### src/rtl/fifo_sync_param.sv
// Single-clock FIFO with arbitrary depth, occupancy count, threshold flags,
// overflow/underflow pulses, synchronous flush and optional first-word-fall-through.

package fifo_sync_param_pkg;

    function automatic int log2_ceil(input int value);
        int r;
        r = 0;
        while ((1 << r) < value) begin
            r++;
        end
        return r;
    endfunction

endpackage

module fifo_sync_param
    import fifo_sync_param_pkg::*;
#(
    parameter int DATA_WIDTH = 32,
    parameter int MEM_DEPTH  = 8,
    parameter bit FWFT       = 1'b0,
    parameter int AFULL_TH   = 6,
    parameter int AEMPTY_TH  = 2,
    localparam int ADDR_WIDTH = log2_ceil(MEM_DEPTH),
    localparam int CNT_WIDTH  = log2_ceil(MEM_DEPTH + 1)
) (
    input  logic                  clk,
    input  logic                  rstn,
    input  logic                  clr,
    input  logic                  wr,
    input  logic [DATA_WIDTH-1:0] din,
    input  logic                  rd,
    output logic [DATA_WIDTH-1:0] dout,
    output logic                  dout_valid,
    output logic                  full,
    output logic                  empty,
    output logic                  almost_full,
    output logic                  almost_empty,
    output logic [CNT_WIDTH-1:0]  count,
    output logic                  overflow,
    output logic                  underflow
);

    logic [DATA_WIDTH-1:0] r_mem [MEM_DEPTH];
    logic [ADDR_WIDTH-1:0] r_wr_ptr;
    logic [ADDR_WIDTH-1:0] r_rd_ptr;
    logic [CNT_WIDTH-1:0]  r_count;
    logic                  r_overflow;
    logic                  r_underflow;

    logic w_full;
    logic w_empty;
    logic w_rd_acc;
    logic w_wr_acc;

    // Pointers wrap by explicit compare so non-power-of-two depths work.
    function automatic logic [ADDR_WIDTH-1:0] ptr_inc(input logic [ADDR_WIDTH-1:0] ptr);
        if (ptr == ADDR_WIDTH'(MEM_DEPTH - 1)) begin
            return '0;
        end
        return ptr + 1'b1;
    endfunction

    assign w_full   = (r_count == CNT_WIDTH'(MEM_DEPTH));
    assign w_empty  = (r_count == '0);
    assign w_rd_acc = rd & ~w_empty;
    assign w_wr_acc = wr & (~w_full | w_rd_acc);

    // NOTE: state registers use non-blocking assignments so every block samples pre-edge values.
    always_ff @(posedge clk or negedge rstn) begin
        if (!rstn) begin
            r_wr_ptr    <= '0;
            r_rd_ptr    <= '0;
            r_count     <= '0;
            r_overflow  <= 1'b0;
            r_underflow <= 1'b0;
        end else if (clr) begin
            r_wr_ptr    <= '0;
            r_rd_ptr    <= '0;
            r_count     <= '0;
            r_overflow  <= 1'b0;
            r_underflow <= 1'b0;
        end else begin
            if (w_wr_acc) begin
                r_wr_ptr <= ptr_inc(r_wr_ptr);
            end
            if (w_rd_acc) begin
                r_rd_ptr <= ptr_inc(r_rd_ptr);
            end
            case ({w_wr_acc, w_rd_acc})
                2'b10:   r_count <= r_count + 1'b1;
                2'b01:   r_count <= r_count - 1'b1;
                default: r_count <= r_count;
            endcase
            r_overflow  <= wr & ~w_wr_acc;
            r_underflow <= rd & ~w_rd_acc;
        end
    end

    // NOTE: the storage array has no reset so it maps onto plain RAM; stale words are never exposed as valid.
    always_ff @(posedge clk) begin
        if (w_wr_acc && !clr) begin
            r_mem[r_wr_ptr] <= din;
        end
    end

    generate
        if (FWFT) begin : g_fwft
            // Head word is presented continuously; rd acknowledges and pops it.
            assign dout       = r_mem[r_rd_ptr];
            assign dout_valid = ~w_empty;
        end else begin : g_std
            logic [DATA_WIDTH-1:0] r_dout;
            logic                  r_dout_valid;

            always_ff @(posedge clk or negedge rstn) begin
                if (!rstn) begin
                    r_dout       <= '0;
                    r_dout_valid <= 1'b0;
                end else if (clr) begin
                    r_dout_valid <= 1'b0;
                end else begin
                    r_dout_valid <= w_rd_acc;
                    if (w_rd_acc) begin
                        r_dout <= r_mem[r_rd_ptr];
                    end
                end
            end

            assign dout       = r_dout;
            assign dout_valid = r_dout_valid;
        end
    endgenerate

    assign full         = w_full;
    assign empty        = w_empty;
    assign almost_full  = (r_count >= CNT_WIDTH'(AFULL_TH));
    assign almost_empty = (r_count <= CNT_WIDTH'(AEMPTY_TH));
    assign count        = r_count;
    assign overflow     = r_overflow;
    assign underflow    = r_underflow;

endmodule

### config.mk
export PLATFORM = sky130hd
export DESIGN_NAME = fifo_sync_param
export DESIGN_NICKNAME = d
export VERILOG_FILES = /design/src/rtl/fifo_sync_param.sv
export SDC_FILE = /design/constraint.sdc
export NUM_CORES = 1
export LEC_CHECK = 0
export CAP_MARGIN = 5
export CORE_ASPECT_RATIO = 1.75
export CORE_MARGIN = 5
export CORE_UTILIZATION = 53
export CTS_BUF_LIST = sky130_fd_sc_hd__clkbuf_4
export CTS_CLUSTER_DIAMETER = 60
export DETAILED_ROUTE_END_ITERATION = 10
export PLACE_DENSITY_LB_ADDON = 0.3
export SYNTH_ARGS = -nofsm -noshare
export SYNTH_HDL_FRONTEND = slang
export SYNTH_SLANG_ARGS = --single-unit
### constraint.sdc
create_clock -name clk -period 4.7 [get_ports clk]
set_input_delay 1.41 -clock clk [delete_from_list [all_inputs] [get_ports clk]]
set_output_delay 1.41 -clock clk [all_outputs]
set_load 0.02 [all_outputs]
Yosys cells after proc, flatten, opt, wreduce, memory -nomap -nowiden --
Memory sizes are Yosys's and may differ from the RTL's. A register that Yosys moved wholly into a read port is not among the register bits. Cells that the tools add are included. W data, S select, Z words.
Word-level totals: register bits 13, bits in writable memories 256, input port bits 37, output and inout bits 43, word-level logic and storage cells 57, memories kept 1
Memories:
- r_mem | depth 8, bits a word 32, read ports 1, clocked after memory_dff 1, write ports 1, RTL line 45 | logic [DATA_WIDTH-1:0] r_mem [MEM_DEPTH];
Cells by class: $add $sub $neg 4, $lt $le $gt $ge 2, equality and inequality tests 5, mux-type cells 21, bitwise operators 10, reduce and logical (&&, ||, !) cells 8
Operators by type and width (count):
- $mux W3 | 8
- $mux W1 | 11
- $pmux W4 S2 | 1
- $add A3 B1 Y3 const B | 2
- $eq A3 B3 Y1 const B | 2
- $not A1 Y1 | 5
- $add A4 B1 Y4 const B | 1
- $and A1 B1 Y1 | 4
- $eq A4 B4 Y1 const B | 1
- $ge A4 B3 Y1 const B | 1
- $le A4 B2 Y1 const B | 1
- $logic_not A4 Y1 | 1
- $mux W4 | 1
- $reduce_bool A2 Y1 | 2
- $sub A4 B1 Y4 const B | 1
- $reduce_bool A3 Y1 | 1
- $eq A2 B1 Y1 const B | 1
- $eq A2 B2 Y1 const B | 1
- $logic_not A1 Y1 | 2
- $reduce_and A2 Y1 | 1
- $logic_and A1 B1 Y1 | 1
- $or A1 B1 Y1 | 1

Logic depth before layout (Yosys ltp) --
Gate-level depths: netlist of the first run.
word-level depth 10, gate-level depth with buffers 9

Least setup slack after synthesis of the first run --
OpenSTA, ideal clock, no wires.
path type input -> register, start in rd, end mem r_mem[4][0], enable pin, setup time 0.502 ns, arrival time 5.161 ns, data required time 4.198 ns, setup slack -0.963 ns, stages 4, buffers on the path 2, path through buf_2 buf_1 o211ai_1 nor4_1
On the way: cells in the longest elaborated chain, start to end 6
Ends and longest elaborated chain:
- from (decl) | RTL line 33 | input logic rd,
- $and A1 B1 Y1 | RTL line 67 | assign w_rd_acc = rd & ~w_empty;
- $or A1 B1 Y1 | RTL line 68 | assign w_wr_acc = wr & (~w_full | w_rd_acc);
- $and A1 B1 Y1 | RTL line 68
- $logic_and A1 B1 Y1 | RTL line 103 | if (w_wr_acc && !clr) begin
- $mux W1 | RTL line 103
- $mux W1 (not written as such) | RTL line 104 | r_mem[r_wr_ptr] <= din;
- to (decl) | RTL line 45
Every way passes these cells.

Worst setup path in the final report of the first run --
start reg r_count[0] (netlist: count[0]), end out empty
On the way: cells in the longest elaborated chain, start to end 1
Ends and longest elaborated chain:
- from (decl) | RTL line 48 | logic [CNT_WIDTH-1:0] r_count;
- from (signal assigned) | RTL line 92 | 2'b10: r_count <= r_count + 1'b1;
- from (signal assigned) | RTL line 93 | 2'b01: r_count <= r_count - 1'b1;
- from (signal assigned) | RTL line 94 | default: r_count <= r_count;
- $logic_not A4 Y1 | RTL line 66 | assign w_empty = (r_count == '0);
- to (decl) | RTL line 37 | output logic empty,
Every way passes these cells.

==> flow_summary_export.csv, run 1 <==
group,metric,value,unit
place,numPortBuffers,79,
global_route,grt_pass1_wl,35000,µm
clock_tree,insertion_delay,0.63,ns
floorplan,fp.dieW,122,µm
synth,ys_ff_latch,301,
power_and_ir_drop,leakagePower,4.50,nW
clock_tree,clkTransAtPathRegs,0.07,ns
drt,top_layer_used,"met4",
floorplan,die_y,206,µm
synth,yosysUniqueCellTypes,43,
sta,maxSlewViolCount,0,
clock_tree,cts_hold_buffers,0,
sta,clock.fmax,0.257,GHz
finish,finalNetCount,751,
global_route,grt_pass1_vias,6495,
floorplan,dieArea,25200,µm²
clock_tree,tritoncts,"yes",
clock_tree,cts_resized,0,
sta,fin_crit_sh,0.829,
sta,rsz0062_at_grt,"false",
place,dp_cells,931,
status,status,"completed",
synth,synthCells,576,
critical_path,worstPathMaxFanout,12,
drt,wl_met3,1260,µm
synth,ys.flop_type,"edfxtp_1",
global_route,antenna_found_initial,1,
clock_tree,clk_path_buf_depth,3,
drt,wire_per_inst,20.9,µm
sta,slew_headroom,0.197,
clock_tree,post_cts_buffers,0,
sta,finalSetupViolCount,0,
place,place_congestion,0.750,
critical_path,path_class,"reg -> out",
drt,drcViolationCount,0,
critical_path,critPathArrivalTime,2.49,ns
drt,firstDrtPassIters,4,
synth,ys_seq_area_frac,0.757,
critical_path,crit_path_start_kind,"flip-flop",
min_path,min_path_type,"reg -> reg",
drt,wl_met1,8210,µm
floorplan,core_area,21600,µm²
run,cap_violations,0,
synth,netlist_area,11600,µm²
synth,syn_nets,620,
synth,yosysWarnings,0,
sta,tightest_slew,1.20,ns
critical_path,regToRegSetupSlack,2.04,ns
clock_tree,clock-sinks,301,
power_and_ir_drop,ir_drop,0.259,mV
floorplan,ios,80,
drt,ant_nets,0,
finish,drive_above_1_share,0.283,
sta,layout_min_cycle_time,3.90,ns
critical_path,end_kind,"output pin",
synth,syn_area_per_cell,20.2,µm²
synth,synthArstFlopShare,0.150,
sta,hold_violations,0,
finish,syn2layout_area_growth,17.6,%
sta,setup_tns,0,ns
drt,via_count,5822,
clock_tree,root_buffer,"clkbuf_4",
drt,routed_wl,21900,µm
global_route,grt_max_degree,46,
global_route,grt_remaining_overflow,0,
drt,dr_wl_met2,12000,µm
global_route,grtUsageTotal,0.185,
floorplan,start_util,0.540,
drt,viasPerCell,5.54,
finish,final_cells,1050,
clock_tree,cts_buffers,66,
synth,synth_edf_count,256,
drt,drt_iter0_drc,374,
sta,fin_worst_skew,0.0301,ns
floorplan,row_count,71,
place,place_hpwl,13000,µm
critical_path,cp.required,3.29,ns
power_and_ir_drop,power_density,499,nW/µm²
clock_tree,cts_htree_levels,3,
[placed cells by master, fill, tap and decap left out, types with 7 or more instances in the layout]
cell type,netlist,routed
a21oi_1,36,36
buf_4,3,13
clkbuf_4,0,103
clkdlybuf4s50_1,0,78
clkinv_1,0,10
dfrtp_1,45,42
edfxtp_1,256,256
mux2i_1,36,36
mux4_2,64,64
nand2_1,7,7
nor2_1,43,40
[worst paths after layout]
check,start,end,cells after the start
min in group asynchronous,rstn,dout[1]$_DFFE_PN0P_,1
worst min-delay path,dout[23]$_DFFE_PN0P_,dout[23]$_DFFE_PN0P_,2
worst max register to register,count[0]$_DFFE_PN0P_,r_mem[7][5]$_DFFE_PP_,4
worst min register to register,dout[23]$_DFFE_PN0P_,dout[23]$_DFFE_PN0P_,2
max in group asynchronous,rstn,r_rd_ptr[1]$_DFFE_PN0P_,2
worst max-delay path,count[0]$_DFFE_PN0P_,empty,3
[layout make-up]
type / instances / area [µm²]
Sequential cell: 301 / 8820
Tap cell: 292 / 365
Fill cell: 1521 / 7890
Clock buffer: 103 / 773
Clock inverter: 15 / 61.3
Antenna cell: 1 / 2.50
Inverter: 2 / 8.76
Timing Repair Buffer: 96 / 963
Multi-Input combinational cell: 240 / 2700
[cell usage after synthesis (all sizes together), types with 2 or more instances]
master,count,area share
o211ai,2,0.0013
nor2b,2,0.0011
nor4b,3,0.0023
or3,4,0.0021
xnor2,3,0.0023
dfrtp,45,0.097
ha,6,0.0064
a21oi,39,0.018
o21ai,2,0.0018
buf,21,0.013
a211oi,4,0.0030
nand2,7,0.0023
edfxtp,256,0.66
mux2i,36,0.031
nor2,47,0.016
nor3,5,0.0021
clkbuf,12,0.0039
mux4,64,0.12
[layer usage]
layer / up-vias / track usage
li1: 2635 / -
met1: 2972 / 0.223
met2: 177 / 0.325
met3: 38 / 0.0408
met4: 0 / 0.0713
met5: - / 0
[flip-flops by register name, summed over array words and instances, names as in the netlist]
name        cells
r_mem         256
r_rd_ptr        3
dout_valid      1
underflow       1
r_wr_ptr        3
overflow        1
count           4
dout           32
[through the flow]
stage	setup WS (ns)	hold slack (ns)	utilization	power, mW	cell area, µm²
detailed placement	0.780	0.517	0.596	5.01	12900
floorplan	0.142	0.581	-	4.41	11700
CTS	0.744	0.534	0.634	6.95	13700
global route	0.650	0.557	0.634	7.21	13700
finish	0.803	0.524	0.634	6.84	13700
global placement	0.877	0.509	0.596	4.95	12900
[kinds of logic (layout without fill, tap and decap cells)]
kind of cell / after synthesis / count (layout) / synth area share
buffers and inverters: 35 / 216 / 0.0177
muxes: 100 / 100 / 0.155
AOI/OAI and AO/OA: 53 / 53 / 0.0281
xor gates and xnor gates: 4 / 4 / 0.00301
other: 0 / 1 / 0
and+or+nand+nor: 76 / 76 / 0.0317
adders and majority gates: 7 / 7 / 0.00816
DFF: 301 / 301 / 0.757
[report_power, final]
part	total, mW	switching (mW)	internal (mW)
Sequential	3.33	0.230	3.10
Clock	1.91	0.914	1.00
Combinational	1.59	0.767	0.828
[critical path: stages, from the launching register on]
cell	delay, ns
dfrtp_1	0.53
or4_4	0.64
clkinv_2	0.10
clkdlybuf4s50_1	0.61
(Power assumes the default switching activity.)
==> inputs of run 2 (changes only) <==
==> constraint.sdc (replaced) <==
create_clock -name clk -period 3.62 [get_ports clk]
set_input_delay 1.086 -clock clk [delete_from_list [all_inputs] [get_ports clk]]
set_output_delay 1.086 -clock clk [all_outputs]
set_load 0.02 [all_outputs]
==> run 2 against run 1 <==
  * Clock power grew 32%
  * Register-to-register slack got worse by 1.1 ns
  * Via count is 2.2% higher
  * Routed wire length is 3.6% higher
  * Design area up 0.84%
  * Sequential cell count unchanged
  * Sequential power increased by 30%
  * Worst hold slack got worse by 0.063 ns
  * Non-clock buffer count up 9
  * Global-route usage up 0.65 points
  * Combinational power rose by 31%
==> flow_summary_export.csv, run 2 (same netlist as run 1, synthesis figures left out) <==
group,metric,value,unit
min_path,min_path_type,"in -> async",
finish,finalInstanceArea,13800,µm²
place,placed_area,13000,µm²
sta,fin_worst_skew,0.0270,ns
place,place_congestion,0.775,
power_and_ir_drop,ir_drop,0.392,mV
critical_path,slowest_delay,0.66,ns
clock_tree,root_buffer,"clkbuf_4",
sta,hold_violations,0,
drt,viasPerCell,5.62,
clock_tree,cts_htree_levels,3,
drt,firstDrtPassIters,5,
finish,multi_input_area,2710,µm²
floorplan,dieArea,25200,µm²
floorplan,die_y,206,µm
sta,slew_headroom,0.192,
power_and_ir_drop,leakagePower,4.57,nW
floorplan,core_area,21600,µm²
finish,drive_above_1_share,0.296,
clock_tree,clk_path_buf_depth,3,
sta,fin_crit_sh,0.881,
critical_path,regToRegSetupSlack,0.90,ns
global_route,grt_remaining_overflow,0,
sta,clock.fmax,0.313,GHz
finish,layout_common_cells,"256 x edfxtp_1, 106 x clkbuf_4, 76 x clkdlybuf4s50_1",
drt,wire_per_inst,21.4,µm
drt,routed_wl,22700,µm
critical_path,reg2reg_to,"count[3]$_DFFE_PN0P_",
critical_path,path_class,"reg -> out",
global_route,grtUsageTotal,0.192,
drt,drcViolationCount,0,
finish,fillers,1527,
sta,finalSetupViolCount,0,
finish,largest_reg_flops,256,
finish,layout_commonest_cell,"edfxtp_1",
critical_path,crit_path_end,"almost_empty",
clock_tree,insertion_delay,0.65,ns
drt,drt_iter0_drc,371,
place,post-place-ws,0.435,ns
run,cap_violations,0,
clock_tree,cts_hold_buffers,0,
sta,tightest_slew,1.21,ns
clock_tree,clock-sinks,301,
status,status,"completed",
global_route,grt_pass1_vias,6510,
floorplan,ios,80,
sta,maxSlewViolCount,0,
clock_tree,tritoncts,"yes",
critical_path,critPathSlowestCell,"clkdlybuf4s50_1",
critical_path,worstPathMaxFanout,12,
power_and_ir_drop,power_density,648,nW/µm²
floorplan,start_util,0.540,
place,numPortBuffers,79,
place,place_hpwl,13900,µm
critical_path,end_kind,"output pin",
clock_tree,cts_resized,3,
critical_path,cp.required,2.53,ns
finish,regMostFlops,"r_mem",
sta,setup_ws,0.430,ns
floorplan,row_count,71,
critical_path,critPathArrivalTime,2.10,ns
critical_path,r2r_cells,8,
critical_path,setup.worst_path.start,"count[1]$_DFFE_PN0P_",
sta,layout_min_cycle_time,3.19,ns
clock_tree,cts_buffers,66,
clock_tree,post_cts_buffers,0,
floorplan,fp.dieW,122,µm
drt,ant_nets,0,
global_route,grt_pass1_wl,35900,µm
finish,syn2layout_area_growth,18.6,%
critical_path,crit_chain,"a211oi_1 > clkdlybuf4s50_1",
global_route,antenna_found_initial,1,
global_route,grt_max_degree,44,
finish,regArea,8820,µm²
critical_path,r2r-start,"count[0]$_DFFE_PN0P_",
sta,rsz0062_at_grt,"false",
clock_tree,clkTransAtPathRegs,0.07,ns
critical_path,crit_path_start_kind,"flip-flop",
finish,finalNetCount,760,
drt,via_count,5948,
==> run 2: changes by cell type in the layout (fill, tap and decap cells not counted), sizes merged <==
cell           delta
buf               +9
clkbuf            +3
clkdlybuf4s50     -2
clkinv            -4
dlymetal6s2s      +2
inv               +1
==> run 2: through the flow <==
stage | util | power (mW) | hold WS [ns] | TNS, ns | std cells
after global routing | 0.640 | 9.44 | 0.457 | 0 | 1059
after global placement | 0.600 | 6.48 | 0.505 | 0 | 940
after detailed placement | 0.600 | 6.53 | 0.518 | 0 | 940
final | 0.640 | 8.95 | 0.462 | 0 | 1059
after floorplan | - | 5.72 | 0.604 | -30.95 | 576
after CTS | 0.639 | 9.08 | 0.416 | 0 | 1058
==> run 2: how the worst min path moves through the flow <==
stage | slack [ns] | to | startpoint
5_1_grt | 0.46 | dout[29]$_DFFE_PN0P_ | rstn
3_5_place_dp | 0.52 | dout[10]$_DFFE_PN0P_ | dout[10]$_DFFE_PN0P_
3_3_place_gp | 0.50 | dout[11]$_DFFE_PN0P_ | dout[11]$_DFFE_PN0P_
4_1_cts | 0.42 | dout[29]$_DFFE_PN0P_ | rstn
6_report | 0.46 | dout[29]$_DFFE_PN0P_ | rstn
2_1_floorplan | 0.60 | r_wr_ptr[0]$_DFFE_PN0P_ | r_wr_ptr[0]$_DFFE_PN0P_
==> run 2: area by class of cell <==
| class | count | share of cell area |
|---|---|---|
| repair buffers | 105 | 0.0768 |
| well taps | 292 | 0.0265 |
| multi-input cells | 240 | 0.196 |
| clock buffers | 106 | 0.0576 |
| diodes | 1 | 0.000181 |
| clock inverters | 12 | 0.00335 |
| inverters | 2 | 0.000634 |
| flip-flops and latches | 301 | 0.639 |
==> run 2: critical path: cells and delay by family (launching register included) <==
kind,cells,cell delay (ns)
DFF,1,0.50
AOI/OAI and AO/OA,1,0.31
buffers and inverters,1,0.66
==> run 2: per-layer routing <==
metal / vias up / routed length [µm] / global-route usage
met1: 3072 / 8400 / 0.229
met2: 188 / 12700 / 0.335
met3: 38 / 1140 / 0.0427
met4: 0 / 469 / 0.0785
met5: - / 0 / 0
li1: 2650 / - / -
==> run 2: power by group <==
group	switching (mW)	total (mW)	leakage, nW	internal (mW)
clock network	1.20	2.52	0.514	1.33
logic	1.00	2.09	1.23	1.09
registers	0.305	4.33	2.83	4.02
==> patch (flow settings as in run 1) <==
`FWFT`: 1'b0 -> 1'b1.
--- a/src/rtl/fifo_sync_param.sv
+++ b/src/rtl/fifo_sync_param.sv
@@ -20,5 +20,5 @@
     parameter int DATA_WIDTH = 32,
     parameter int MEM_DEPTH  = 8,
-    parameter bit FWFT       = 1'b0,
+    parameter bit FWFT       = 1'b1,
     parameter int AFULL_TH   = 6,
     parameter int AEMPTY_TH  = 2,
Formal check against the unedited RTL: not equivalent (Yosys sat finds a counterexample within 4 cycles, from zero or initial values and one cycle with rstn low).
==> patch against run 1 <==
Wire length decreased by 5.8%; largest power group unchanged; sequential share of layout area decreased by 0.57 points; power decreased by 11%; worst setup slack got worse by 0.48 ns; cell area decreased by 8.6%; global-route usage about the same; sequential cell count decreased by 33; count of clock-buffer cells in the layout decreased by 26; highest routed layer unchanged; area after synthesis decreased by 9.0%; critical path depth increased by 1.
==> patch: results (changes against run 1) <==
{| class="wikitable"
! Metric !! Value
|-
| Run status || finished clean
|-
| Last weighted congestion value of the routability-driven placer || 0.7678 (+2.4%)
|-
| Fraction of layout instances using a drive strength above 1 || 0.2938 (+0.01106)
|-
| CP Launch Point || r_rd_ptr[0]
|-
| Cell types with the highest counts after synthesis || edfxtp_1 (256), mux4_2 (36), mux2_2 (32)
|-
| Cell area after placement || 11760 um2 (-8.6%)
|-
| Worst-case setup slack after placement || 0.7262 ns (-0.05412 ns)
|-
| Number of H-tree levels || 2 (-1)
|-
| Data arrival time of the critical path || 2.96 ns (+0.47 ns)
|-
| Net switching power of the design || 1674 uW (-12%)
|-
| Number of design-rule violations left by the first detailed-router iteration || 345 (-7.8%)
|-
| Pin count of the biggest net entering global routing || 35 (-24%)
|-
| Number of signal-net buffers in the layout || 100 (+4.2%)
|-
| Clock network power consumption || 1710 uW (-10%)
|-
| Clock Network Area Fraction || 0.05875 (-0.002189)
|-
| Post-synthesis sequential area ratio || 0.7539 (-0.002709)
|-
| Non-clock inverters || 1 (-1)
|-
| Number of placed cells counting well taps || 781 (-16%)
|-
| FILL cells || 1412 (-7.2%)
|-
| Cell family with most CP delay || multiplexers
|-
| Critical path peak fanout || 14 (+2)
|-
| Hold Path End || r_wr_ptr[0]
|-
| Cell count after synthesis || 461 (-20%)
|-
| CP max-delay cell || dfrtp_4
|-
| Clock skew after layout || 0.02871 ns (-0.001350 ns)
|-
| Transition time at the pin with the least slew margin || 0.9975 ns (-0.2066 ns)
|-
| Leakage power figure || 0.004110 uW (-8.6%)
|-
| X dimension of the die || 116.9 um (-4.2%)
|-
| Aggregate global-route resource usage || 0.1854 (+0.0003212)
|-
| Proportion of synthesized flip-flops having asynchronous set or reset || 0.04478 (-0.1047)
|-
| Worst hold slack || 0.6512 ns (+0.1270 ns)
|-
| Multi-input gates || 168 (-30%)
|-
| Via count of the first global-routing pass || 5700 (-12%)
|-
| Layout overhead on the synthesized area || 18.20%
|-
| Drt wl/cell || 23.30 um (+12%)
|-
| Inserted Clock Buffers || 56 (-15%)
|-
| Highest achievable clock rate || 228.6 MHz (-11%)
|-
| Final cell count without fillers || 886 (-16%)
|-
| R2R setup slack || 2.21 ns (+0.17 ns)
|}
patch: changes by cell type after synthesis, sizes merged, moves of 32 or more:
cell          run 1  this run
a21oi            39         3
nor2             47        15
mux2i            36         4
mux2              0        32
dfrtp            45        12
patch: layer usage:
layer / track usage / share of wire
met1: 0.2163 / 0.37
met2: 0.3378 / 0.56
met3: 0.03617 / 0.046
met4: 0.06080 / 0.019
met5: 0 / 0
patch: cells by family (layout without fill, tap and decap cells):
kind of cell / after synthesis / in the layout / synth area share
mux: 100 / 100 / 0.1838
fa+ha+maj: 6 / 6 / 0.007794
xor+xnor: 5 / 5 / 0.004134
flops: 268 / 268 / 0.7539
other cells: 0 / 1 / 0
simple gates: 44 / 44 / 0.02138
compound gates: 13 / 13 / 0.01075
buf+inv: 25 / 204 / 0.01830
patch: tightest hold or removal path, delay by kind of cell (launching register included):
| family | cells | cell delay [ns] |
|---|---|---|
| AOI/OAI and AO/OA | 1 | 0.06 |
| DFF | 1 | 0.47 |
| and+or+nand+nor | 1 | 0.09 |
